**src/rtl/mem_copy_engine.sv**
```systemverilog
// Block-move (DMA) engine: copies LENGTH words from src to dst through the
// data_memory port, one READ cycle and one WRITE cycle per word.
// Optional fill mode (macro COPY_FILL_EN) writes a latched constant instead,
// skipping the READ cycles.
module mem_copy_engine #(
  parameter int unsigned ADDR_W    = 32,
  parameter int unsigned DATA_W    = 32,
  parameter int unsigned LEN_W     = 16,
  parameter int unsigned ADDR_STEP = 1
) (
  input  logic              clk_i,
  input  logic              rst_i,
  input  logic              start_i,
  input  logic [ADDR_W-1:0] src_addr_i,
  input  logic [ADDR_W-1:0] dst_addr_i,
  input  logic [LEN_W-1:0]  length_i,
  input  logic              fill_mode_i,
  input  logic [DATA_W-1:0] fill_value_i,
  output logic              busy_o,
  output logic              done_o,
  output logic [ADDR_W-1:0] addr_o,
  output logic [DATA_W-1:0] write_data_o,
  output logic              memread_o,
  output logic              memwrite_o,
  input  logic [DATA_W-1:0] read_data_i
);

  localparam logic [ADDR_W-1:0] STEP = ADDR_W'(ADDR_STEP);

  typedef enum logic [1:0] {
    S_IDLE  = 2'd0,
    S_READ  = 2'd1,
    S_WRITE = 2'd2,
    S_DONE  = 2'd3
  } state_t;

  state_t            state_q, state_d;
  logic [ADDR_W-1:0] src_q, src_d;
  logic [ADDR_W-1:0] dst_q, dst_d;
  logic [LEN_W-1:0]  cnt_q, cnt_d;
  logic [DATA_W-1:0] buf_q, buf_d;
  logic [ADDR_W-1:0] addr_q, addr_d;
  logic [DATA_W-1:0] wdata_q, wdata_d;
  logic              busy_q, busy_d;
  logic              done_q, done_d;
  logic              rd_q, rd_d;
  logic              wr_q, wr_d;
  logic              fill_q;
  logic [DATA_W-1:0] fill_val_q;

`ifdef COPY_FILL_EN
  logic              fill_d;
  logic [DATA_W-1:0] fill_val_d;
  logic              start_fill;
  assign start_fill = fill_mode_i;
`else
  // Fill ports exist but have no effect in copy-only builds.
  logic              unused_fill;
  logic              start_fill;
  assign unused_fill = ^{fill_mode_i, fill_value_i, fill_val_q};
  assign start_fill  = 1'b0;
  assign fill_q      = 1'b0;
  assign fill_val_q  = '0;
`endif

  // Next-state and next-output logic; outputs are precomputed for the next state.
  always_comb begin
    state_d    = state_q;
    src_d      = src_q;
    dst_d      = dst_q;
    cnt_d      = cnt_q;
    buf_d      = buf_q;
    addr_d     = addr_q;
    wdata_d    = wdata_q;
    busy_d     = 1'b0;
    done_d     = 1'b0;
    rd_d       = 1'b0;
    wr_d       = 1'b0;
`ifdef COPY_FILL_EN
    fill_d     = fill_q;
    fill_val_d = fill_val_q;
`endif
    case (state_q)
      S_IDLE: begin
        if (start_i) begin
          src_d = src_addr_i;
          dst_d = dst_addr_i;
          cnt_d = length_i;
`ifdef COPY_FILL_EN
          fill_d     = fill_mode_i;
          fill_val_d = fill_value_i;
`endif
          if (length_i == LEN_W'(0)) begin
            state_d = S_DONE;
            done_d  = 1'b1;
          end else if (start_fill) begin
            state_d = S_WRITE;
            busy_d  = 1'b1;
            wr_d    = 1'b1;
            addr_d  = dst_addr_i;
            wdata_d = fill_value_i;
          end else begin
            state_d = S_READ;
            busy_d  = 1'b1;
            rd_d    = 1'b1;
            addr_d  = src_addr_i;
          end
        end
      end
      S_READ: begin
        buf_d   = read_data_i;
        state_d = S_WRITE;
        busy_d  = 1'b1;
        wr_d    = 1'b1;
        addr_d  = dst_q;
        wdata_d = read_data_i;
      end
      S_WRITE: begin
        src_d = src_q + STEP;
        dst_d = dst_q + STEP;
        cnt_d = cnt_q - LEN_W'(1);
        if (cnt_q == LEN_W'(1)) begin
          state_d = S_DONE;
          done_d  = 1'b1;
        end else if (fill_q) begin
          state_d = S_WRITE;
          busy_d  = 1'b1;
          wr_d    = 1'b1;
          addr_d  = dst_q + STEP;
          wdata_d = fill_val_q;
        end else begin
          state_d = S_READ;
          busy_d  = 1'b1;
          rd_d    = 1'b1;
          addr_d  = src_q + STEP;
        end
      end
      S_DONE: begin
        state_d = S_IDLE;
      end
      default: begin
        state_d = S_IDLE;
      end
    endcase
  end

  // State, datapath and registered outputs with synchronous reset.
  always_ff @(posedge clk_i) begin
    if (rst_i) begin
      state_q <= S_IDLE;
      src_q   <= '0;
      dst_q   <= '0;
      cnt_q   <= '0;
      buf_q   <= '0;
      addr_q  <= '0;
      wdata_q <= '0;
      busy_q  <= 1'b0;
      done_q  <= 1'b0;
      rd_q    <= 1'b0;
      wr_q    <= 1'b0;
    end else begin
      state_q <= state_d;
      src_q   <= src_d;
      dst_q   <= dst_d;
      cnt_q   <= cnt_d;
      buf_q   <= buf_d;
      addr_q  <= addr_d;
      wdata_q <= wdata_d;
      busy_q  <= busy_d;
      done_q  <= done_d;
      rd_q    <= rd_d;
      wr_q    <= wr_d;
    end
  end

`ifdef COPY_FILL_EN
  // Fill mode and fill word, latched at start.
  always_ff @(posedge clk_i) begin
    if (rst_i) begin
      fill_q     <= 1'b0;
      fill_val_q <= '0;
    end else begin
      fill_q     <= fill_d;
      fill_val_q <= fill_val_d;
    end
  end
`endif

  assign busy_o       = busy_q;
  assign done_o       = done_q;
  assign addr_o       = addr_q;
  assign write_data_o = wdata_q;
  assign memread_o    = rd_q;
  assign memwrite_o   = wr_q;

endmodule

```
**config.mk**
```make
export PLATFORM = sky130hd
export DESIGN_NAME = mem_copy_engine
export DESIGN_NICKNAME = d
export VERILOG_FILES = /design/src/rtl/mem_copy_engine.sv
export SDC_FILE = /design/constraint.sdc
export NUM_CORES = 1
export LEC_CHECK = 0
export CAP_MARGIN = 5
export CORE_MARGIN = 4
export CORE_UTILIZATION = 45
export CTS_CLUSTER_DIAMETER = 80
export DETAILED_ROUTE_END_ITERATION = 8
export GPL_ROUTABILITY_DRIVEN = 0
export GPL_TIMING_DRIVEN = 0
export PLACE_DENSITY = 0.74
export RECOVER_POWER = 25
export SYNTH_ARGS = -nofsm -noshare
export SYNTH_HDL_FRONTEND = slang
export SYNTH_SLANG_ARGS = --single-unit
```
**constraint.sdc**
```tcl
create_clock -name clk_i -period 5 [get_ports clk_i]
set_input_delay 1 -clock clk_i [delete_from_list [all_inputs] [get_ports clk_i]]
set_output_delay 1 -clock clk_i [all_outputs]
set_load 0.03 [all_outputs]
```
==> results of run 1 <==
stage by stage:
step | hold slack (ns) | cells | power [W] | utilization, %
2_1_floorplan | 0.463 | 1096 | 0.00474 | -
3_3_place_gp | 0.445 | 1511 | 0.00638 | 57.0
3_5_place_dp | 0.448 | 1511 | 0.00643 | 57.0
4_1_cts | 0.460 | 1543 | 0.00773 | 60.0
5_1_grt | 0.471 | 1544 | 0.00822 | 60.0
6_report | 0.456 | 1544 | 0.00793 | 60.0
metal layers:
| metal | part of all wire, % | wire length (µm) |
|---|---|---|
| met1 | 36 | 13200 |
| met2 | 43 | 15600 |
| met3 | 14 | 5170 |
| met4 | 7.3 | 2650 |
| met5 | 0 | 0 |
worst max-delay path: stages:
cell             delay, ns
clkdlybuf4s50_1       0.48
nor2b_1               0.33
or2_2                 0.18
clkbuf_1              0.34
clkbuf_1              0.55
clkbuf_1              0.70
nor3_1                0.13
nor4_1                0.26
area by class of cell:
type	instances	area (µm²)	share of cell area, %
Buffer	92	428	3.83
Clock buffer	17	425	3.80
Clock inverter	15	143	1.28
Inverter	23	86.3	0.772
Multi-Input combinational cell	831	4990	44.6
Sequential cell	150	3000	26.8
Tap cell	234	293	2.62
Timing Repair Buffer	182	1820	16.3
power by group through the flow:
stage	registers (W)	clock network, W	logic, W
2_1_floorplan	0.00230	0	0.00243
3_3_place_gp	0.00208	0	0.00430
3_5_place_dp	0.00209	0	0.00434
4_1_cts	0.00208	0.00128	0.00437
5_1_grt	0.00214	0.00134	0.00474
6_report	0.00210	0.00129	0.00454
worst paths after layout:
| path | endpoint | slack (ns) |
|---|---|---|
| hold reg to reg | addr_o[2] | 0.46 |
| setup reg to reg | dst_q[13] | 1.50 |
| setup / recovery | dst_q[13] | 1.37 |
| hold / removal | addr_o[2] | 0.46 |
cell usage after synthesis, drive strengths merged (4+ instances only):
cell type / instances
dfxtp: 150
a31oi: 16
nor2: 125
o2bb2ai: 5
inv: 23
nand2: 98
or3: 8
nor2b: 25
a21oi: 93
xor2: 4
o41ai: 5
buf: 18
o22ai: 14
a221oi: 12
nor4b: 4
a221o: 12
a21o: 7
or4: 7
o211ai: 12
nand3: 45
o21ai: 66
o32ai: 9
and3: 16
xnor2: 23
clkbuf: 74
a22oi: 8
nand4: 24
nor4: 27
mux2i: 38
and2: 5
nor3: 50
a211oi: 28
ha: 8
placed cells by master, fill, tap and decap left out, types with 14 or more instances in the layout:
cell type,n
clkbuf_1,73
nor3_1,49
dfxtp_1,150
o22ai_1,14
inv_1,22
clkbuf_16,17
mux2i_1,38
a31oi_1,16
nand3_1,44
a211oi_1,28
clkdlybuf4s50_1,164
nor2_1,125
xnor2_1,22
dlygate4sd3_1,17
nand4_1,22
and3_1,16
nor2b_1,25
a21oi_1,93
nand2_1,98
o21ai_0,66
nor4_1,23
sequential cells by signal (all words and copies together) (netlist names):
register and count:
busy_o 1, addr_o 32, src_q 32, dst_q 32, memread_o 1, done_o 1, state_q 2, memwrite_o 1
write_data_o 32, cnt_q 16
cells by family (layout without fill, tap and decap cells):
kind of cell             after synthesis  after routing  synth area share, %
AND/OR/NAND/NOR                      449            449                 26.7
AO/OA/AOI/OAI                        308            308                 23.3
flip-flops                           150            150                 35.3
buffers and inverters                115            329                 6.17
multiplexers                          39             39                 4.60
XOR/XNOR                              27             27                 2.86
adder cells (fa/ha/maj)                8              8                 1.18
==> implementation parameters, run 1 <==
Parameter                              Value

Run status
  Result of the run    finished, final reports clean

GRT
  Global-route track usage on met2    50.9%
  Met1 track demand over resource    39.4%
  Remaining Overflow, GRT    0
  Maximum number of pins on one net before global-route repair    17
  Most Crowded Layer GR    met2
  Global-route total usage across every layer    33.2%
  Global-route met3 utilization    12.2%
  Antenna violations before repair    0
  Vias in the first global route    9,823
  Global-route wire length before repair    55.3 mm

STA
  Max-slew violations    0
  Final setup slack of the worst path    1.37 ns
  Final worst clock skew    0.0149 ns
  FMAX    0.275 GHz
  Total setup violations reported at the end of the flow    0
  Part of the cycle the worst path needs    72.7%
  Setup TNS    0 ns
  Unrepaired setup endpoints after global routing    no
  Post-layout minimum cycle time    3.63 ns
  Count of final hold-check violations    0
  Slew at the pin closest to its max-slew limit    0.992 ns
  Relative max-transition margin    33.8%

Pwr
  Clk network pwr share    16.3%
  Power Density    709 nW/µm²
  Internal Dissipation    0.00385 W
  Net switching fraction of the power    51.4%
  Share of power burned in registers    26.5%
  Combinational power share    57.2%
  VDD IR-drop max    0.000491 V
  Switch Pwr    0.00408 W
  Leakage    3.94 nW

Drt
  Via density    6.58
  Detailed-router iteration count before antenna repair    9
  Vias post-DR    10,163
  Number of nets with antenna violations after routing    0
  DR DRC count    0
  Wire length per cell    23.7 µm
  Detailed router's first-iteration violation count    1,497
  Total wire length    36.6 mm

Clocking
  CTS tree    yes
  CTS hold repair buffers    0
  Post-CTS setup-driven buffer insertion count    0
  Cell chosen for the clock root    clkbuf_16
  Clock buffer count from CTS    17
  Resize count post-CTS    0
  Number of buffers on the longest clock path    2
  Clock transition time at the flip-flop clock pins of the worst setup and hold paths    0.07 ns
  H-tree levels    4
  Latest clock arrival within the worst-skew pair    0.45 ns
  Number of clock sinks seen by CTS    150

Floorplan
  Ports    216
  Die Area    21,200 µm²
  Chip width    146 µm
  Number of rows in the core area    50
  Y dimension of the die    146 µm
  Effective utilization at floorplan    45.7%
  Standard cell core area    18,600 µm²

Placement
  Setup slack after placement    0.858 ns
  Placed inst area    10,600 µm²
  Number of buffers added on ports    181
  HPWL after detailed placement    25.8 mm

Synth
  Sequential element share of the synthesized area    35.3%
  Synthesized instance count    1,096
  Post-synth top area cell    dfxtp_1
  Yosys synthesis warning count    0
  Post-synthesis async set-or-reset flop share    0%
  Most frequently used flop master after synthesis    dfxtp_1
  Number of distinct standard cells referenced by the synthesized netlist    70
  Post-synthesis register bit count    150
  Cell area after synthesis    8520 µm²
  EDFF count, synth    0
  Top post-synthesis cells by area    dfxtp_1, nor2_1, a21oi_1
  Post-Syn Nets    1,252
  Mean instance size in the synthesized netlist    7.77 µm²
  Yosys top cell area share    35.3%

Finish
  Final cell area excluding filler cells    11,200 µm²
  Nets@finish    1,453
  Relative area change from synthesis to final layout    31.3%
  Filler cell count in the final layout    1,711
  Proportion of layout cells with a drive suffix above 1    5.65%
  Diodes inserted    0

Hold path
  Hold Path Cell Cnt    2
  Min-delay worst type    flop to flop
  Hold Path Origin    addr_o[2]

Flow run
  Number of maximum-capacitance violations    0

Setup path
  Depth of the worst register-to-register path    10
  Crit path DAT    3.98 ns
  Type of element capturing the critical path    flop
  Critical path class    input port to flop
  Peak fanout along the critical path    10
  Startpoint class of the critical path    input port
  Crit Reg-Reg Startpoint    state_q[0]
  Origin of the worst setup path    start_i
  Required time of the worst setup path    5.35 ns
No activity file was read; power rests on OpenSTA's default activity.
==> run 2: changes to the inputs <==
--- a/config.mk
+++ b/config.mk
@@ -12,7 +12,7 @@
 export DETAILED_ROUTE_END_ITERATION = 8
 export GPL_ROUTABILITY_DRIVEN = 0
 export GPL_TIMING_DRIVEN = 0
-export PLACE_DENSITY = 0.74
+export PLACE_DENSITY = 0.77
 export RECOVER_POWER = 25
 export SYNTH_ARGS = -nofsm -noshare
 export SYNTH_HDL_FRONTEND = slang
==> constraint.sdc (replaced) <==
create_clock -name clk_i -period 3.15 [get_ports clk_i]
set_input_delay 0.63 -clock clk_i [delete_from_list [all_inputs] [get_ports clk_i]]
set_output_delay 0.63 -clock clk_i [all_outputs]
set_load 0.03 [all_outputs]
==> run 2 against run 1 <==
  * Highest routed layer unchanged
  * Clock skew down 0.0048 ns
  * Sequential cell count unchanged
  * Die area unchanged
  * Clock power is 53% higher
  * Design area up 0.10%
  * Utilization increased by 0.060 points
  * Register-to-register slack worse by 1.3 ns
  * Worst setup slack worse by 1.2 ns
  * Count of clock-buffer cells in the layout up 5
  * Hold slack got worse by 0.0022 ns
  * Cell count about the same
  * First-iteration DRC count shrank 4.7%
==> implementation parameters, run 2 (same netlist as run 1, synthesis figures left out) <==
Parameter                              Value

STA
  Unrepaired setup endpoints after global routing    no
  Part of the cycle the worst path needs    95.1%
  Relative max-transition margin    28.9%
  Final setup slack of the worst path    0.154 ns
  Max-slew violations    0
  Slew at the pin closest to its max-slew limit    1.07 ns
  Final worst clock skew    0.0101 ns
  Count of final hold-check violations    0
  Post-layout minimum cycle time    3.00 ns
  Total setup violations reported at the end of the flow    0
  FMAX    0.334 GHz

Pwr
  Leakage    4.06 nW
  Power Density    1110 nW/µm²
  Internal Dissipation    0.00611 W
  Switch Pwr    0.00637 W
  Combinational power share    57.3%
  Net switching fraction of the power    51.1%
  VDD IR-drop max    0.000740 V
  Clk network pwr share    15.9%
  Share of power burned in registers    26.8%

Hold path
  Worst min-delay path endpoint    addr_o[4]
  Hold Path Origin    addr_o[4]
  Hold Path Cell Cnt    2
  Min-delay worst type    flop to flop

Finish
  Final core utilization    60.1%
  Diodes inserted    0
  Relative area change from synthesis to final layout    31.5%
  Final cell area excluding filler cells    11,200 µm²
  Nets@finish    1,452
  Highest-count cells in the layout ignoring fill and taps    dfxtp_1, clkdlybuf4s50_1, nor2_1
  Proportion of layout cells with a drive suffix above 1    6.34%
  Most common cell after layout, fill and taps aside    dfxtp_1

Setup path
  Depth of the worst register-to-register path    7
  Startpoint class of the critical path    flop
  Reg2reg setup slack    0.15 ns
  Critical path, cell by cell    ha_1, nand3_1, nor4_2, nand4_1, xnor2_1, a221oi_1, o41ai_1
  Crit Reg-Reg Startpoint    src_q[0]
  Crit path max-delay cell type    nor4_2
  Crit path DAT    3.33 ns
  Type of element capturing the critical path    flop
  Largest stage delay, worst path    0.70 ns
  Critical path class    flop to flop
  Required time of the worst setup path    3.48 ns
  Peak fanout along the critical path    9
  Terminus of the critical flop-to-flop path    addr_o[30]

Placement
  HPWL after detailed placement    25.7 mm
  Setup slack after placement    -0.585 ns
  Placed inst area    10,600 µm²
  Number of buffers added on ports    181

Drt
  Wire length per cell    23.5 µm
  Top routing layer in use    met4
  Detailed-router iteration count before antenna repair    7
  Routed met3 length    5.28 mm
  Number of nets with antenna violations after routing    0
  Routed length on met1    13.1 mm
  Via density    6.62
  Vias post-DR    10,211
  DR DRC count    0
  Total wire length    36.3 mm
  Detailed router's first-iteration violation count    1,427
  Total length of routed met2 wires    15.0 mm

Floorplan
  Chip width    146 µm
  Number of rows in the core area    50
  Effective utilization at floorplan    45.7%
  Ports    216
  Die Area    21,200 µm²
  Y dimension of the die    146 µm
  Standard cell core area    18,600 µm²

Clocking
  Latest clock arrival within the worst-skew pair    0.44 ns
  Number of clock sinks seen by CTS    150
  Post-CTS setup-driven buffer insertion count    0
  H-tree levels    4
  Clock transition time at the flip-flop clock pins of the worst setup and hold paths    0.07 ns
  Clock buffer count from CTS    17
  Number of buffers on the longest clock path    2
  CTS hold repair buffers    0
  CTS tree    yes
  Cell chosen for the clock root    clkbuf_16

GRT
  Maximum number of pins on one net before global-route repair    17
  Global-route total usage across every layer    33.0%
  Global-route wire length before repair    55.2 mm
  Vias in the first global route    9,907
  Remaining Overflow, GRT    0
  Antenna violations before repair    0

Run status
  Result of the run    finished, final reports clean

Flow run
  Number of maximum-capacitance violations    0
run 2: critical path, delay by kind of cell (launching register included):
kind	cells	cell delay, ns
xor gates and xnor gates	1	0.26
DFF	1	0.51
and+or+nand+nor	3	1.37
adders and majority gates	1	0.30
AOI/OAI and AO/OA	2	0.46
run 2: repair_timing:
action	CTS	global route
pin swaps	0	0
resized for setup	6	15
endpoints found under the setup margin	42	60
cloned	0	0
run 2: power groups by stage:
stage,Sequential [W],Clock [W],Combinational (W)
after floorplan,0.00366,0,0.00386
after global placement,0.00330,0,0.00677
after detailed placement,0.00333,0,0.00685
after CTS,0.00330,0.00197,0.00691
after global routing,0.00340,0.00206,0.00751
final,0.00334,0.00198,0.00716
run 2: worst max-delay path by stage:
stage / start / endpoint / slack (ns) / cells past startpoint
2_1_floorplan: src_q[0] / addr_o[14] / 0.78 / 7
3_3_place_gp: length_i[10] / addr_o[1] / -0.56 / 8
3_5_place_dp: length_i[10] / addr_o[1] / -0.59 / 8
4_1_cts: state_q[0] / dst_q[19] / 0.01 / 9
5_1_grt: state_q[0] / addr_o[26] / 0.03 / 9
6_report: src_q[0] / addr_o[30] / 0.15 / 7
run 2: layout make-up:
class	instances	area, µm²
plain buffers	92	447
clock buffers	22	454
clock inverters	10	98.8
fillers	1702	7440
inverters	23	86.3
multi-input cells	831	5000
flip-flops and latches	150	3000
well taps	234	293
repair buffers	181	1810
run 2: layer usage:
layer	vias up	track usage, %
li1	4436	-
met1	4600	39.8
met2	938	50.0
met3	237	11.9
met4	0	20.9
met5	-	0
run 2: per-stage QoR:
stage	cells	setup TNS (ns)	total power [W]	hold WS [ns]
after global routing	1543	0	0.0130	0.473
after detailed placement	1511	-18.50	0.0102	0.446
after global placement	1511	-15.64	0.0101	0.443
after CTS	1543	0	0.0122	0.455
final	1543	0	0.0125	0.454
after floorplan	1096	0	0.00752	0.463
